## config.mk

```make
export PLATFORM = sky130hd
export DESIGN_NAME = mem_access_stage
export DESIGN_NICKNAME = d
export VERILOG_FILES = /design/src/rtl/mem_access_stage.sv
export SDC_FILE = /design/constraint.sdc
export NUM_CORES = 1
export LEC_CHECK = 0
export CORE_MARGIN = 1
export CORE_UTILIZATION = 35
export DETAILED_ROUTE_END_ITERATION = 16
export PLACE_DENSITY_LB_ADDON = 0.25
export SLEW_MARGIN = 40
export SYNTH_ARGS = -nofsm -noshare
export SYNTH_HDL_FRONTEND = slang
export SYNTH_SLANG_ARGS = --single-unit
export TNS_END_PERCENT = 5
```

## constraint.sdc

```tcl
create_clock -name Clk -period 3 [get_ports Clk]
set_input_delay 0.9 -clock Clk [delete_from_list [all_inputs] [get_ports Clk]]
set_output_delay 0.9 -clock Clk [all_outputs]
set_load 0.02 [all_outputs]
```

## src/rtl/mem_access_stage.sv

```systemverilog
// -----------------------------------------------------------------------------
// mem_access_stage
//   MEM stage of a 5-stage MIPS32 pipeline. Performs the data-memory access
//   through a req/ack handshake, stalls upstream while memory is busy, resolves
//   the branch and drives the MEM/WB register.
//
//   Optional feature macro: MEM_TIMEOUT_EN
//     When defined, a WAIT_ACK that lasts TIMEOUT_CYCLES cycles without an ack
//     is aborted and reported through Mem_Fault. When undefined, WAIT_ACK waits
//     forever and Mem_Fault is tied to 0.
//
//   Parameters
//     TIMEOUT_CYCLES   WAIT_ACK cycles without ack before abort (>= 2)
//     STALL_CNT_WIDTH  width of the saturating stall-cycle counter
//
//   Ports
//     Clk, Reset_n                 clock (rising edge), async active-low reset
//     *_MEM                        control, data and flags from EX/MEM
//     Dmem_Req/We/Addr/Wdata       data-memory request (outputs)
//     Dmem_Rdata, Dmem_Ack         data-memory response (inputs)
//     Stall_MEM                    freeze PC, IF/ID, ID/EX, EX/MEM
//     PCSrc_MEM, Branch_Target     branch resolution
//     *_WB                         registered MEM/WB outputs
//     Align_Fault, Mem_Fault       registered one-cycle fault pulses
//     Stall_Count                  saturating count of Stall_MEM cycles
// -----------------------------------------------------------------------------
module mem_access_stage #(
   parameter int TIMEOUT_CYCLES  = 16,
   parameter int STALL_CNT_WIDTH = 16
) (
   input  logic                       Clk,
   input  logic                       Reset_n,
   input  logic                       RegWrite_MEM,
   input  logic                       MemtoReg_MEM,
   input  logic                       Branch_MEM,
   input  logic                       MemRead_MEM,
   input  logic                       MemWrite_MEM,
   input  logic                       Zero_MEM,
   input  logic [31:0]                Branch_Dest_MEM,
   input  logic [31:0]                ALU_Result_MEM,
   input  logic [31:0]                Write_Data_MEM,
   input  logic [31:0]                Instruction_MEM,
   input  logic [4:0]                 Write_Register_MEM,
   output logic                       Dmem_Req,
   output logic                       Dmem_We,
   output logic [31:0]                Dmem_Addr,
   output logic [31:0]                Dmem_Wdata,
   input  logic [31:0]                Dmem_Rdata,
   input  logic                       Dmem_Ack,
   output logic                       Stall_MEM,
   output logic                       PCSrc_MEM,
   output logic [31:0]                Branch_Target,
   output logic                       RegWrite_WB,
   output logic                       MemtoReg_WB,
   output logic [31:0]                Read_Data_WB,
   output logic [31:0]                ALU_Result_WB,
   output logic [31:0]                Instruction_WB,
   output logic [4:0]                 Write_Register_WB,
   output logic                       Align_Fault,
   output logic                       Mem_Fault,
   output logic [STALL_CNT_WIDTH-1:0] Stall_Count
);

   typedef enum logic {IDLE, WAIT_ACK} state_t;

   state_t      state_q, state_d;
   logic [31:0] addr_q, addr_d;
   logic [31:0] wdata_q, wdata_d;
   logic        we_q, we_d;

   logic        access, aligned;
   logic        req_int, we_int;
   logic [31:0] addr_int, wdata_int;
   logic        timeout_hit;   // WAIT_ACK has lasted its final allowed cycle
   logic        timeout_fire;  // abort the access at the coming edge
   logic        suppress_req;  // hold off re-issuing the aborted access

   logic                       regwrite_wb_q, regwrite_wb_d;
   logic                       memtoreg_wb_q, memtoreg_wb_d;
   logic [31:0]                read_data_wb_q, read_data_wb_d;
   logic [31:0]                alu_result_wb_q, alu_result_wb_d;
   logic [31:0]                instruction_wb_q, instruction_wb_d;
   logic [4:0]                 write_register_wb_q, write_register_wb_d;
   logic                       align_fault_q, align_fault_d;
   logic [STALL_CNT_WIDTH-1:0] stall_cnt_q, stall_cnt_d;

   assign access  = MemRead_MEM | MemWrite_MEM;
   assign aligned = (ALU_Result_MEM[1:0] == 2'b00);

   // ---------------------------------------------------------------------------
   // Optional access timeout
   // ---------------------------------------------------------------------------
`ifdef MEM_TIMEOUT_EN
   localparam int TO_W = $clog2(TIMEOUT_CYCLES) + 1;

   logic [TO_W-1:0] to_cnt_q, to_cnt_d;
   logic            mem_fault_q, mem_fault_d;

   // to_cnt_q holds the number of WAIT_ACK cycles already spent on this access.
   assign timeout_hit = (to_cnt_q == TO_W'(TIMEOUT_CYCLES - 1));
   // The EX/MEM register still holds the aborted access in the cycle after the
   // abort; blocking the request there lets the stall release and the pipe move.
   assign suppress_req = mem_fault_q;

   always_comb begin
      to_cnt_d    = '0;
      mem_fault_d = timeout_fire;
      if (state_q == WAIT_ACK && state_d == WAIT_ACK)
         to_cnt_d = to_cnt_q + 1'b1;
   end

   always_ff @(posedge Clk or negedge Reset_n) begin
      if (!Reset_n) begin
         to_cnt_q    <= '0;
         mem_fault_q <= 1'b0;
      end else begin
         to_cnt_q    <= to_cnt_d;
         mem_fault_q <= mem_fault_d;
      end
   end

   assign Mem_Fault = mem_fault_q;
`else
   assign timeout_hit  = 1'b0;
   assign suppress_req = 1'b0;
   assign Mem_Fault    = 1'b0;
`endif

   // ---------------------------------------------------------------------------
   // Handshake FSM: next state and request outputs
   // ---------------------------------------------------------------------------
   always_comb begin
      state_d      = state_q;
      addr_d       = addr_q;
      wdata_d      = wdata_q;
      we_d         = we_q;
      req_int      = 1'b0;
      we_int       = MemWrite_MEM;   // store wins when both read and write set
      addr_int     = ALU_Result_MEM;
      wdata_int    = Write_Data_MEM;
      timeout_fire = 1'b0;
      unique case (state_q)
         IDLE: begin
            if (access && aligned && !suppress_req) begin
               req_int = 1'b1;
               if (!Dmem_Ack) begin
                  state_d = WAIT_ACK;
                  addr_d  = ALU_Result_MEM;
                  wdata_d = Write_Data_MEM;
                  we_d    = MemWrite_MEM;
               end
            end
         end
         WAIT_ACK: begin
            req_int   = 1'b1;
            we_int    = we_q;
            addr_int  = addr_q;
            wdata_int = wdata_q;
            // An ack arriving in the timeout cycle completes normally.
            if (Dmem_Ack) begin
               state_d = IDLE;
            end else if (timeout_hit) begin
               state_d      = IDLE;
               timeout_fire = 1'b1;
            end
         end
         default: state_d = IDLE;
      endcase
   end

   assign Dmem_Req      = req_int & Reset_n;
   assign Dmem_We       = we_int;
   assign Dmem_Addr     = addr_int;
   assign Dmem_Wdata    = wdata_int;
   assign Stall_MEM     = Dmem_Req & ~Dmem_Ack;
   assign PCSrc_MEM     = Branch_MEM & Zero_MEM & ~Stall_MEM;
   assign Branch_Target = Branch_Dest_MEM;

   // ---------------------------------------------------------------------------
   // MEM/WB register next state
   // ---------------------------------------------------------------------------
   always_comb begin
      regwrite_wb_d       = regwrite_wb_q;
      memtoreg_wb_d       = memtoreg_wb_q;
      read_data_wb_d      = read_data_wb_q;
      alu_result_wb_d     = alu_result_wb_q;
      instruction_wb_d    = instruction_wb_q;
      write_register_wb_d = write_register_wb_q;
      align_fault_d       = (state_q == IDLE) && access && !aligned;
      stall_cnt_d         = stall_cnt_q;

      if (Stall_MEM && !(&stall_cnt_q))
         stall_cnt_d = stall_cnt_q + 1'b1;

      if (Dmem_Req && Dmem_Ack) begin
         regwrite_wb_d       = RegWrite_MEM;
         memtoreg_wb_d       = MemtoReg_MEM;
         read_data_wb_d      = Dmem_We ? 32'h0 : Dmem_Rdata;
         alu_result_wb_d     = ALU_Result_MEM;
         instruction_wb_d    = Instruction_MEM;
         write_register_wb_d = Write_Register_MEM;
      end else if (!Stall_MEM && !access) begin
         regwrite_wb_d       = RegWrite_MEM;
         memtoreg_wb_d       = MemtoReg_MEM;
         read_data_wb_d      = 32'h0;
         alu_result_wb_d     = ALU_Result_MEM;
         instruction_wb_d    = Instruction_MEM;
         write_register_wb_d = Write_Register_MEM;
      end else begin
         // Stalled, misaligned or aborted access: send a bubble down the pipe.
         regwrite_wb_d    = 1'b0;
         memtoreg_wb_d    = 1'b0;
         instruction_wb_d = 32'h0;
      end
   end

   always_ff @(posedge Clk or negedge Reset_n) begin
      if (!Reset_n) begin
         state_q             <= IDLE;
         addr_q              <= '0;
         wdata_q             <= '0;
         we_q                <= 1'b0;
         regwrite_wb_q       <= 1'b0;
         memtoreg_wb_q       <= 1'b0;
         read_data_wb_q      <= '0;
         alu_result_wb_q     <= '0;
         instruction_wb_q    <= '0;
         write_register_wb_q <= '0;
         align_fault_q       <= 1'b0;
         stall_cnt_q         <= '0;
      end else begin
         state_q             <= state_d;
         addr_q              <= addr_d;
         wdata_q             <= wdata_d;
         we_q                <= we_d;
         regwrite_wb_q       <= regwrite_wb_d;
         memtoreg_wb_q       <= memtoreg_wb_d;
         read_data_wb_q      <= read_data_wb_d;
         alu_result_wb_q     <= alu_result_wb_d;
         instruction_wb_q    <= instruction_wb_d;
         write_register_wb_q <= write_register_wb_d;
         align_fault_q       <= align_fault_d;
         stall_cnt_q         <= stall_cnt_d;
      end
   end

   assign RegWrite_WB       = regwrite_wb_q;
   assign MemtoReg_WB       = memtoreg_wb_q;
   assign Read_Data_WB      = read_data_wb_q;
   assign ALU_Result_WB     = alu_result_wb_q;
   assign Instruction_WB    = instruction_wb_q;
   assign Write_Register_WB = write_register_wb_q;
   assign Align_Fault       = align_fault_q;
   assign Stall_Count       = stall_cnt_q;

endmodule

```

==> impl.org <==
** Run status
- The run finished with clean final reports.

** Timing
- The number of max-slew violations in the final report came to 0.
- Final Hold Vio Count :: 0
- Unrepaired setup endpoints after global routing :: no
- Final critical path time including I/O delays and setup :: 2.95 ns
- Between clock sinks in the finished design, the worst skew comes to 0.0110 ns.
- Number of failing setup endpoints in the final timing report :: 0
- Setup slack closes at 0.0543 ns.
- In the finished design, the share of the clock period the worst path needs comes to 0.982.
- At the pin with the least slew margin, the transition time is 0.580 ns.
- Max transition margin :: 0.613
- For this run, the top clock speed supported by timing is 339 MHz.

** Global route
- Vias in the first global route :: 5807
- For this run the aggregate overflow at the end of global routing stands at 0.
- First-pass GRT wire length :: 33300 um
- Entering global routing, the biggest net connects 63 pins.
- The initial antenna violation count was 0.
- For this run, the total global-route usage over all layers was measured as 0.180.

** Worst setup path
- The worst setup path is launched from an input pin.
- Biggest cell delay along the critical path :: 0.29 ns
- Cell with the largest stage delay on the worst path :: clkdlybuf4s15_1
- STA classifies the critical path endpoint as an output pin.
- Largest delay share family, worst path :: buffers and inverters
- CP arrival :: 2.05 ns
- The critical path goes through dlygate4sd2_1 > or2_4 > a21oi_4 > nor2_1 > clkdlybuf4s15_1.
- The critical path is of the in2out type.
- Data required time at the worst endpoint :: approximately 2.1 ns
- Highest fanout seen on the critical path :: 3
- Worst Path Buf+Inv :: 2

** Drt
- First-pass detailed-route iteration total :: 4
- # DRC :: 0
- Wire per inst :: 18.0 um
- Routed via count divided by cell count :: around 4.7
- Vias post-DR :: 5547
- Detail Route Antenna Nets :: 0
- The first routing iteration left approximately 210 violations.
- Wires add up to ~21000 um.

** CTS
- Deepest level of the CTS H-tree :: 4
- Clock tree synthesis inserted a total of 17 buffers.
- Clock Pin Slew Worst Setup and Hold Paths :: 0.07 ns
- Maximum clock path buffer count :: 2
- TritonCTS built the clock tree.
- Source-to-sink clock delay at the later pin of the worst-skew pair :: 0.42 ns
- Number of hold buffers added after cts :: 0
- Sink count of the clock tree :: 186
- In this run the clock root is driven by a clkbuf_16.

** Layout
- The repair_antennas step left the layout with diodes totalling 0.
- Flip-flop and latch area :: 4660 um2
- The library cell used most frequently in the layout, excluding fill and tap cells, is clkdlybuf4s50_1.
- In the final layout, the share of cells above drive strength 1 is 0.301.
- The final layout contains 1068 nets.
- Area growth from synthesis to final layout :: 53.4%
- Final Core Density :: 0.548
- Area of the multi-input gates :: 3050 um2
- Number of fillers in the final layout :: between 1500 and 2000
- In the layout the commonest cells are clkdlybuf4s50_1, dfrtp_1, mux2_2.

** Min path
- The path class of the tightest hold or removal check is reg2reg.

** Power
- Worst vdd ir :: roughly 0.00038 V
- For this design the static power due to leakage is 5.60 nW.
- Dividing total power by cell area gives a power density of 584 nW/um2.

** Synth
- Counting flops and latches in the post-synthesis netlist gives 186.
- After synthesis, the share of flip-flops with an asynchronous set or reset is 1.00.
- Synthesis produced about 550 cells.
- Number of synthesis warnings :: 0
- Dividing the synthesized area by the synthesized cell count gives around 15 um2.
- Yosys mapped the design onto 34 distinct sky130hd cell types.
- Synthesis produced a netlist with a net count of 722.
- Summing every instance area after synthesis gives 8120 um2.
- Yosys mapped a number of flops with a built-in enable equal to 0.
- Prevailing post-synth register cell :: dfrtp_1
- Sequential cell area fraction in the yosys report :: 0.573

** Placement
- Before CTS, the worst setup slack after placement is -0.560 ns.
- At the end of routability-driven placement, the weighted congestion stood at 0.782.
- Count of buffers from port buffering :: 329
- Sum of net half-perimeters after detailed placement :: 15000 um

** Floorplan
- Floorplan die width :: 154 um
- Die H :: 154 um
- Initial cell density of the core :: 0.357
- Number of placed I/O pins :: 395
- The die covers approximately 24000 um2.
- The core region is 22700 um2.
- The floorplan has 55 rows.

** Flow run
- Max-cap violations in this run came to 0.
-- cell usage after synthesis (2+ instances only) --
library cell,n,area share
a22o_1,32,0.035
and2_1,36,0.028
and3_1,4,0.0031
and4_1,2,0.0022
buf_1,2,0.00093
buf_2,18,0.011
buf_4,33,0.031
buf_6,6,0.0083
clkbuf_1,4,0.0018
dfrtp_1,186,0.57
mux2_2,118,0.16
mux2_4,48,0.089
nand2_1,6,0.0028
nand3_1,5,0.0031
nand4_1,8,0.0062
nor2_1,7,0.0032
nor3_1,2,0.0012
xnor2_1,12,0.013
xor2_1,3,0.0032
-- power breakdown --
group          switching, mW  leakage [nW]  total (mW)  internal [mW]
Combinational          0.807          2.97        1.87           1.06
Sequential             0.216          2.34        3.08           2.87
Clock                   1.12         0.295        2.32           1.20
-- sequential cells by signal, indices dropped and copies added, names as in the netlist, 5 cells and up --
register	flops
ALU_Result_WB	32
Write_Register_WB	5
Instruction_WB	32
addr_q	32
Stall_Count	16
Read_Data_WB	32
wdata_q	32
-- routing by layer --
| layer | track usage | up-vias | routed length, um |
|---|---|---|---|
| li1 | - | 2591 | - |
| met1 | 0.241 | 2714 | 9700 |
| met2 | 0.284 | 204 | 10000 |
| met3 | 0.0507 | 38 | 1330 |
| met4 | 0.0533 | 0 | 401 |
| met5 | 0 | - | 0 |
-- through the flow --
step           power [mW]  hold WS, ns  cells  setup TNS (ns)  instance area [um2]
3_3_place_gp         5.05        0.480   1157           -3.96                11900
2_1_floorplan        4.12        0.447    547               0                 8120
5_1_grt              7.61        0.512   1191               0                12400
4_1_cts              7.36        0.492   1190               0                12400
6_report             7.27        0.490   1191               0                12400
3_5_place_dp         5.07        0.475   1157           -4.10                11900
-- area by class of cell --
class	count	share of cell area
flip-flops and latches	186	0.374
repair buffers	390	0.304
multi-input cells	297	0.245
clock buffers	17	0.0342
well taps	285	0.0286
clock inverters	15	0.0142
inverters	1	0.000302
-- cell families after synthesis --
kind of cell | Yosys count | synth area share
buffers and inverters | 64 | 0.0532
AND/OR/NAND/NOR | 76 | 0.0560
AO/OA/AOI/OAI | 38 | 0.0467
XOR/XNOR | 15 | 0.0162
other | 1 | 0.000462
flip-flops | 186 | 0.573
multiplexers | 166 | 0.253
adder cells (fa/ha/maj) | 1 | 0.00154
-- repair_timing --
item	4_1_cts	5_1_grt
buffers inserted	1	0
resized for setup	84	2
gates cloned	0	0
pin swaps	3	0
setup endpoints to repair	68	2
-- final timing paths --
| kind | start | end | slack (ns) | depth (start not counted) |
|---|---|---|---|---|
| setup reg to reg | state_q$_DFF_PN0_ | Read_Data_WB[12]$_DFFE_PN0P_ | 1.02 | 5 |
| max in group asynchronous | Reset_n | ALU_Result_WB[17]$_DFFE_PN0P_ | 1.59 | 4 |
| min in group asynchronous | Reset_n | Read_Data_WB[16]$_DFFE_PN0P_ | 0.52 | 2 |
| setup / recovery | MemRead_MEM | Stall_MEM | 0.05 | 5 |
| hold / removal | addr_q[0]$_DFFE_PN0P_ | addr_q[0]$_DFFE_PN0P_ | 0.49 | 1 |
| hold reg to reg | addr_q[0]$_DFFE_PN0P_ | addr_q[0]$_DFFE_PN0P_ | 0.49 | 1 |
(Power assumes the default switching activity.)
